File: src/rtl/cp0_exception_unit_if.sv
// rtl/cp0_exception_unit_if.sv - pipeline <-> CP0 signal bundle
interface cp0_if;
    logic        id_valid;
    logic        stall;
    logic        mtc_en;
    logic        mfc_en;
    logic        eret_en;
    logic [4:0]  cp0_addr;
    logic [31:0] wdata;
    logic [31:0] rdata;
    logic        undef_exc;
    logic [31:0] id_pc;
    logic        mem_oor_exc;
    logic        mem_is_store;
    logic [31:0] exe_pc;
    logic [31:0] bad_addr;
    logic [4:0]  ext_int;
    logic        redirect;
    logic [31:0] redirect_pc;
    logic        flush_exe;
    logic        exl;

    // Pipeline side: drives decode/execute information, receives redirect
    modport master (
        output id_valid, stall, mtc_en, mfc_en, eret_en, cp0_addr, wdata,
               undef_exc, id_pc, mem_oor_exc, mem_is_store, exe_pc,
               bad_addr, ext_int,
        input  rdata, redirect, redirect_pc, flush_exe, exl
    );

    // CP0 side
    modport slave (
        input  id_valid, stall, mtc_en, mfc_en, eret_en, cp0_addr, wdata,
               undef_exc, id_pc, mem_oor_exc, mem_is_store, exe_pc,
               bad_addr, ext_int,
        output rdata, redirect, redirect_pc, flush_exe, exl
    );
endinterface

File: src/rtl/cp0_exception_unit.sv
// rtl/cp0_exception_unit.sv - CP0 registers, exception/interrupt arbitration, PC redirect
module cp0_exception_unit #(
    parameter logic [31:0] EXC_VECTOR = 32'h0000_0008,
    parameter bit          COUNT_EN   = 1'b1
) (
    input logic   clk,
    input logic   rst,
    cp0_if.slave  bus
);
    localparam logic [4:0] A_BADVADDR = 5'd8;
    localparam logic [4:0] A_COUNT    = 5'd9;
    localparam logic [4:0] A_COMPARE  = 5'd11;
    localparam logic [4:0] A_STATUS   = 5'd12;
    localparam logic [4:0] A_CAUSE    = 5'd13;
    localparam logic [4:0] A_EPC      = 5'd14;

    logic        ie_q, ie_d;
    logic        exl_q, exl_d;
    logic [5:0]  im_q, im_d;
    logic [4:0]  exc_code_q, exc_code_d;
    logic [5:0]  ip_q, ip_d;
    logic [31:0] epc_q, epc_d;
    logic [31:0] badvaddr_q, badvaddr_d;
    logic [31:0] count_q, count_d;
    logic [31:0] compare_q, compare_d;
    logic [4:0]  sync1_q, sync1_d;
    logic [4:0]  sync2_q, sync2_d;
    logic [4:0]  sync3_q, sync3_d;

    logic        id_ok;
    logic        take_mem;
    logic        take_ri;
    logic        take_int;
    logic        take_exc;
    logic        eret_fire;
    logic        mtc_fire;
    logic [31:0] status_rd;
    logic [31:0] cause_rd;

    // Register read views and prioritised event arbitration
    always_comb begin
        status_rd = {16'h0, im_q, 8'h0, exl_q, ie_q};
        cause_rd  = {16'h0, ip_q, 3'b000, exc_code_q, 2'b00};

        id_ok     = bus.id_valid & ~bus.stall;
        take_mem  = bus.mem_oor_exc;
        take_ri   = bus.undef_exc & id_ok;
        take_int  = (|(ip_q & im_q)) & ie_q & ~exl_q & id_ok;
        take_exc  = take_mem | take_ri | take_int;
        eret_fire = bus.eret_en & id_ok & ~take_exc;
        mtc_fire  = bus.mtc_en & id_ok & ~take_exc;

        bus.redirect    = take_exc | eret_fire;
        bus.redirect_pc = take_exc ? EXC_VECTOR : epc_q;
        bus.flush_exe   = take_mem;
        bus.exl         = exl_q;

        case (bus.cp0_addr)
            A_BADVADDR: bus.rdata = badvaddr_q;
            A_COUNT:    bus.rdata = count_q;
            A_COMPARE:  bus.rdata = compare_q;
            A_STATUS:   bus.rdata = status_rd;
            A_CAUSE:    bus.rdata = cause_rd;
            A_EPC:      bus.rdata = epc_q;
            default:    bus.rdata = 32'h0;
        endcase
    end

    // Next-state for registers, interrupt pending bits and timer
    always_comb begin
        ie_d       = ie_q;
        exl_d      = exl_q;
        im_d       = im_q;
        exc_code_d = exc_code_q;
        ip_d       = ip_q;
        epc_d      = epc_q;
        badvaddr_d = badvaddr_q;
        compare_d  = compare_q;
        count_d    = COUNT_EN ? count_q + 32'd1 : count_q;

        sync1_d = bus.ext_int;
        sync2_d = sync1_q;
        sync3_d = sync2_q;

        // Software writes go first so hardware set events below win over clears
        if (mtc_fire) begin
            case (bus.cp0_addr)
                A_COUNT:   count_d = bus.wdata;
                A_COMPARE: compare_d = bus.wdata;
                A_STATUS: begin
                    ie_d  = bus.wdata[0];
                    exl_d = bus.wdata[1];
                    im_d  = bus.wdata[15:10];
                end
                A_CAUSE:   ip_d[4:0] = bus.wdata[14:10];
                A_EPC:     epc_d = bus.wdata;
                default:   ;
            endcase
        end

        ip_d[4:0] = ip_d[4:0] | (sync2_q & ~sync3_q);

        // A Compare write re-arms the timer, so it takes precedence over a match
        if (mtc_fire && bus.cp0_addr == A_COMPARE) begin
            ip_d[5] = 1'b0;
        end else if (count_q == compare_q && compare_q != 32'h0) begin
            ip_d[5] = 1'b1;
        end

        if (eret_fire) begin
            exl_d = 1'b0;
        end

        if (take_exc) begin
            exl_d = 1'b1;
            if (take_mem) begin
                exc_code_d = bus.mem_is_store ? 5'd5 : 5'd4;
                badvaddr_d = bus.bad_addr;
            end else if (take_ri) begin
                exc_code_d = 5'd10;
            end else begin
                exc_code_d = 5'd0;
            end
            // A nested exception keeps the EPC of the original one
            if (!exl_q) begin
                epc_d = take_mem ? bus.exe_pc : bus.id_pc;
            end
        end
    end

    // State registers
    always_ff @(posedge clk or posedge rst) begin
        if (rst) begin
            ie_q       <= 1'b0;
            exl_q      <= 1'b0;
            im_q       <= 6'h0;
            exc_code_q <= 5'h0;
            ip_q       <= 6'h0;
            epc_q      <= 32'h0;
            badvaddr_q <= 32'h0;
            count_q    <= 32'h0;
            compare_q  <= 32'h0;
            sync1_q    <= 5'h0;
            sync2_q    <= 5'h0;
            sync3_q    <= 5'h0;
        end else begin
            ie_q       <= ie_d;
            exl_q      <= exl_d;
            im_q       <= im_d;
            exc_code_q <= exc_code_d;
            ip_q       <= ip_d;
            epc_q      <= epc_d;
            badvaddr_q <= badvaddr_d;
            count_q    <= count_d;
            compare_q  <= compare_d;
            sync1_q    <= sync1_d;
            sync2_q    <= sync2_d;
            sync3_q    <= sync3_d;
        end
    end
endmodule

File: src/flat_wrapper.sv
// flat-port wrapper written by rule: the top's interface ports become plain ports
module cp0_exception_unit_flat 
#(
    parameter logic [31:0] EXC_VECTOR = 32'h0000_0008,
    parameter bit          COUNT_EN   = 1'b1
)
  (clk, rst, bus_id_valid, bus_stall, bus_mtc_en, bus_mfc_en, bus_eret_en, bus_cp0_addr, bus_wdata, bus_undef_exc, bus_id_pc, bus_mem_oor_exc, bus_mem_is_store, bus_exe_pc, bus_bad_addr, bus_ext_int, bus_rdata, bus_redirect, bus_redirect_pc, bus_flush_exe, bus_exl);
  cp0_if bus_i ();
  input logic clk;
  input logic rst;
  input wire logic [$bits(bus_i.id_valid)-1:0] bus_id_valid;
  input wire logic [$bits(bus_i.stall)-1:0] bus_stall;
  input wire logic [$bits(bus_i.mtc_en)-1:0] bus_mtc_en;
  input wire logic [$bits(bus_i.mfc_en)-1:0] bus_mfc_en;
  input wire logic [$bits(bus_i.eret_en)-1:0] bus_eret_en;
  input wire logic [$bits(bus_i.cp0_addr)-1:0] bus_cp0_addr;
  input wire logic [$bits(bus_i.wdata)-1:0] bus_wdata;
  input wire logic [$bits(bus_i.undef_exc)-1:0] bus_undef_exc;
  input wire logic [$bits(bus_i.id_pc)-1:0] bus_id_pc;
  input wire logic [$bits(bus_i.mem_oor_exc)-1:0] bus_mem_oor_exc;
  input wire logic [$bits(bus_i.mem_is_store)-1:0] bus_mem_is_store;
  input wire logic [$bits(bus_i.exe_pc)-1:0] bus_exe_pc;
  input wire logic [$bits(bus_i.bad_addr)-1:0] bus_bad_addr;
  input wire logic [$bits(bus_i.ext_int)-1:0] bus_ext_int;
  output wire logic [$bits(bus_i.rdata)-1:0] bus_rdata;
  output wire logic [$bits(bus_i.redirect)-1:0] bus_redirect;
  output wire logic [$bits(bus_i.redirect_pc)-1:0] bus_redirect_pc;
  output wire logic [$bits(bus_i.flush_exe)-1:0] bus_flush_exe;
  output wire logic [$bits(bus_i.exl)-1:0] bus_exl;
  assign bus_i.id_valid = bus_id_valid;
  assign bus_i.stall = bus_stall;
  assign bus_i.mtc_en = bus_mtc_en;
  assign bus_i.mfc_en = bus_mfc_en;
  assign bus_i.eret_en = bus_eret_en;
  assign bus_i.cp0_addr = bus_cp0_addr;
  assign bus_i.wdata = bus_wdata;
  assign bus_i.undef_exc = bus_undef_exc;
  assign bus_i.id_pc = bus_id_pc;
  assign bus_i.mem_oor_exc = bus_mem_oor_exc;
  assign bus_i.mem_is_store = bus_mem_is_store;
  assign bus_i.exe_pc = bus_exe_pc;
  assign bus_i.bad_addr = bus_bad_addr;
  assign bus_i.ext_int = bus_ext_int;
  assign bus_rdata = bus_i.rdata;
  assign bus_redirect = bus_i.redirect;
  assign bus_redirect_pc = bus_i.redirect_pc;
  assign bus_flush_exe = bus_i.flush_exe;
  assign bus_exl = bus_i.exl;
  cp0_exception_unit #(.EXC_VECTOR(EXC_VECTOR), .COUNT_EN(COUNT_EN)) u_core (.clk(clk), .rst(rst), .bus(bus_i));
endmodule
File: config.mk
export PLATFORM = sky130hd
export DESIGN_NAME = cp0_exception_unit_flat
export DESIGN_NICKNAME = d
export VERILOG_FILES = /design/src/rtl/cp0_exception_unit_if.sv /design/src/rtl/cp0_exception_unit.sv /design/src/flat_wrapper.sv
export SDC_FILE = /design/constraint.sdc
export NUM_CORES = 1
export LEC_CHECK = 0
export CAP_MARGIN = 15
export CELL_PAD_IN_SITES_DETAIL_PLACEMENT = 1
export CELL_PAD_IN_SITES_GLOBAL_PLACEMENT = 1
export CORE_MARGIN = 3
export CORE_UTILIZATION = 49
export CTS_CLUSTER_DIAMETER = 150
export DETAILED_ROUTE_END_ITERATION = 8
export DONT_BUFFER_PORTS = 1
export PLACE_DENSITY_LB_ADDON = 0.2
export SYNTH_ARGS = -nofsm -noshare
export SYNTH_HDL_FRONTEND = slang
export SYNTH_SLANG_ARGS = --single-unit
File: constraint.sdc
create_clock -name clk -period 5.8 [get_ports clk]
set_input_delay 0.87 -clock clk [delete_from_list [all_inputs] [get_ports clk]]
set_output_delay 0.87 -clock clk [all_outputs]
set_load 0.1 [all_outputs]
==> results.md <==
* FF-to-FF path depth at 6
* Clk buf depth at 2
* Routed len/inst at 25.7 µm
* TNS Setup at 0 ps
* Global route overflow at 0
* H-tree Lvls at 4
* Post-DR vias/cell at 6.54
* RSZ-0062 raised after global routing: no
* Max-cap viol count at 0
* Post-synthesis compound-gate area fraction at 8.55%
* Least-Margin Pin Slew at 1130 ps
* Status: finished clean
* DR DRC count at 0
* Final Power at 3.40 mW
* Final period util at 75.5%
* CTS sink count at 160
* FFs w/ async S/R, synth at 100%
* Largest net degree at the start of global routing at 112
* Fmax at 0.228 GHz
* Delay-heaviest family, CP: simple AND/OR/NAND/NOR gates
* GRT met3 Usage at 6.10%
* Multiplexer share of the synthesized area at 21.6%
* Synthesized net count at 928
* Final nets at 899
* Critical path peak fanout at 36
* Site Rows at 47
* Vias in the first global route at 6,831
* DIE WIDTH at 138 µm
* Final hold viol count at 0
* Worst hold path type: reg -> reg
* Met2 GRT Util at 45.1%
* Crit-path slowest cell: dfrtp_1
* Final wirelength at 25.3 mm
* Max VDD drop at 267 µV
* Hold_buf cts at 0
* Clock slew at reported path FFs at 70 ps
* Lkg Pwr at 4.26 nW
* Critical path arrival at 3510 ps
* Clock Skew at 9.41 ps
* Layout cell share with drive strength beyond 1 at 13.2%
* Total die area at 19,000 µm²
* Final min period at 4380 ps
* CP endpoint kind: primary output
* Worst slew margin at 24.4%
* GRT Util Overall at 26.9%
* Post_cts resized at 0
* Max stage delay on crit path at 1040 ps
* Hold_ws at 352 ps
* CTS tree: yes
* Final setup violation count at 0
* YS warnings at 0
* Adder-Cell Fraction of Synth Area at 0.147%
* Mapped Area at 8500 µm²
* Synth Flop Type: dfrtp_1
* XOR/XNOR share of the synthesized area at 6.39%
* Pre-CTS setup slack at 1570 ps
* Core ar. at 16,800 µm²
* Crit Path Class: reg -> out
* Hpwl dp at 17.2 mm
* First-pass GRT wire length at 38.8 mm
* Die Y at 138 µm
* Cells after Synth at 779
* Yosys cell types at 38
* DRT iter0 DRCs at 584
* Critical path launch point type: register
* Crit path depth at 5
* Synthesis-to-finish area growth at 9.00%
* Main combinational cell family by area after synthesis: multiplexers
* # IOs at 215
* TritonCTS buffer count at 17
* Final GP Congestion at 0.891
* CP required at 4930 ps
* Post-CTS Setup Bufs at 0
* Synthesized area per cell at 10.9 µm²
* Clock Latency Late Sink at 440 ps
* Post-route ant nets at 0
* Grt met1 use at 34.3%
* FF+latch count, synth at 160
* Pins Over Slew Limit at 0
* Setup WS post-layout at 1420 ps
* Drt pass-1 iters at 6
* CP bufs+invs at 1
* Post-synthesis sequential area ratio at 47.1%
* IO Port Bufs at 0
* Root buf cell: clkbuf_16
* Vias at 6,435
* Power Dens Cells at 367 nW/µm²
* Post-synth EDFFs at 0
* Worst path cell trace: nor2b_1 -> o311ai_4 -> buf_4 -> and2_1 -> nand2_1
* GRT Max-Usage Layer: met2
* Initial antenna violation count at 1
* Hold depth at 0
* Simple-Gate Fraction of Synth Area at 12.9%
* Initial core utilization at 50.7%
## cells in the mapped netlist, types with 4 or more instances
cell type  number  area share [%]
a21oi_1        33             1.9
a222oi_1       25             2.9
a22o_1          4            0.41
a22oi_1        26             2.3
and3_1         34             2.5
buf_2          10            0.59
clkbuf_1       49             2.2
dfrtp_1       160              47
inv_1           8            0.35
mux2_1         30             4.0
mux2_2         43             5.7
mux2i_1       101              12
nand2_1        54             2.4
nand3_1        27             1.6
nand4_1        26             1.9
nor2_1         40             1.8
nor3_1          4            0.24
nor4_1         14             1.0
o21ai_0         7            0.41
xnor2_1        38             3.9
xor2_1         24             2.5
## final timing paths
path / start / to / slack [ps]
max: u_core.bus.exl / bus_redirect / 1420
min: u_core.sync1_q[0] / u_core.sync2_q[0] / 350
max reg2reg: u_core.bus.exl / u_core.compare_q[17] / 1770
min reg2reg: u_core.sync1_q[0] / u_core.sync2_q[0] / 350
max in group asynchronous: rst / u_core.count_q[28] / 4020
min in group asynchronous: rst / u_core.sync2_q[1] / 470
## report_power, final
part	total [mW]	switching, mW	leakage, nW	internal (mW)
clock	1.12	0.545	0.289	0.579
sequential	1.47	0.195	1.99	1.28
combinational	0.797	0.579	1.99	0.219
## logic make-up (layout without fill, tap and decap cells)
| group | Yosys count | count (layout) |
|---|---|---|
| AND/OR/NAND/NOR | 214 | 214 |
| multiplexers | 174 | 174 |
| buffers and inverters | 69 | 53 |
| AO/OA/AOI/OAI | 99 | 99 |
| XOR/XNOR | 62 | 62 |
| other | 0 | 1 |
| flip-flops | 160 | 160 |
| adder cells (fa/ha/maj) | 1 | 1 |
## sequential cells by signal, summed over array words and instances, names as in the netlist
register           flops
u_core.badvaddr_q     32
u_core.bus.exl         1
u_core.compare_q      32
u_core.count_q        32
u_core.epc_q          32
u_core.exc_code_q      3
u_core.ie_q            1
u_core.im_q            6
u_core.ip_q            6
u_core.sync1_q         5
u_core.sync2_q         5
u_core.sync3_q         5
## per-layer routing
| metal | routed length [µm] | part of all wire [%] |
|---|---|---|
| met1 | 10400 | 41 |
| met4 | 516 | 2.0 |
| met3 | 1860 | 7.4 |
| met5 | 0 | 0 |
| met2 | 12600 | 50 |
## per-stage QoR
| stage | util, % | cells | cell area, µm² |
|---|---|---|---|
| final | 55.3 | 984 | 9260 |
| after floorplan | - | 779 | 8500 |
| after CTS | 55.2 | 982 | 9250 |
| after global routing | 55.3 | 984 | 9260 |
| after global placement | 51.7 | 950 | 8670 |
| after detailed placement | 51.7 | 950 | 8670 |
## layout by cell type (no fill, tap or decap), types with 4 or more instances in the layout
| cell | instances |
|---|---|
| inv_8 | 7 |
| mux2_1 | 30 |
| inv_1 | 7 |
| o21ai_0 | 6 |
| nor2_1 | 38 |
| dfrtp_1 | 160 |
| xnor2_1 | 38 |
| a222oi_1 | 25 |
| a22o_1 | 4 |
| a22oi_1 | 26 |
| mux2i_1 | 101 |
| xor2_1 | 24 |
| inv_6 | 5 |
| nand2_1 | 54 |
| nand4_1 | 26 |
| clkbuf_16 | 17 |
| and3_1 | 34 |
| buf_4 | 13 |
| nand3_1 | 27 |
| a21oi_1 | 32 |
| nor4_1 | 14 |
| mux2_2 | 43 |
## final cells by class
type / instances / area [µm²]
fillers: 1762 / 7500
multi-input cells: 550 / 4270
flip-flops and latches: 160 / 4000
clock buffers: 17 / 425
well taps: 220 / 275
clock inverters: 15 / 156
repair buffers: 13 / 97.6
inverters: 8 / 35.0
diodes: 1 / 2.50
(Power assumes the default switching activity.)
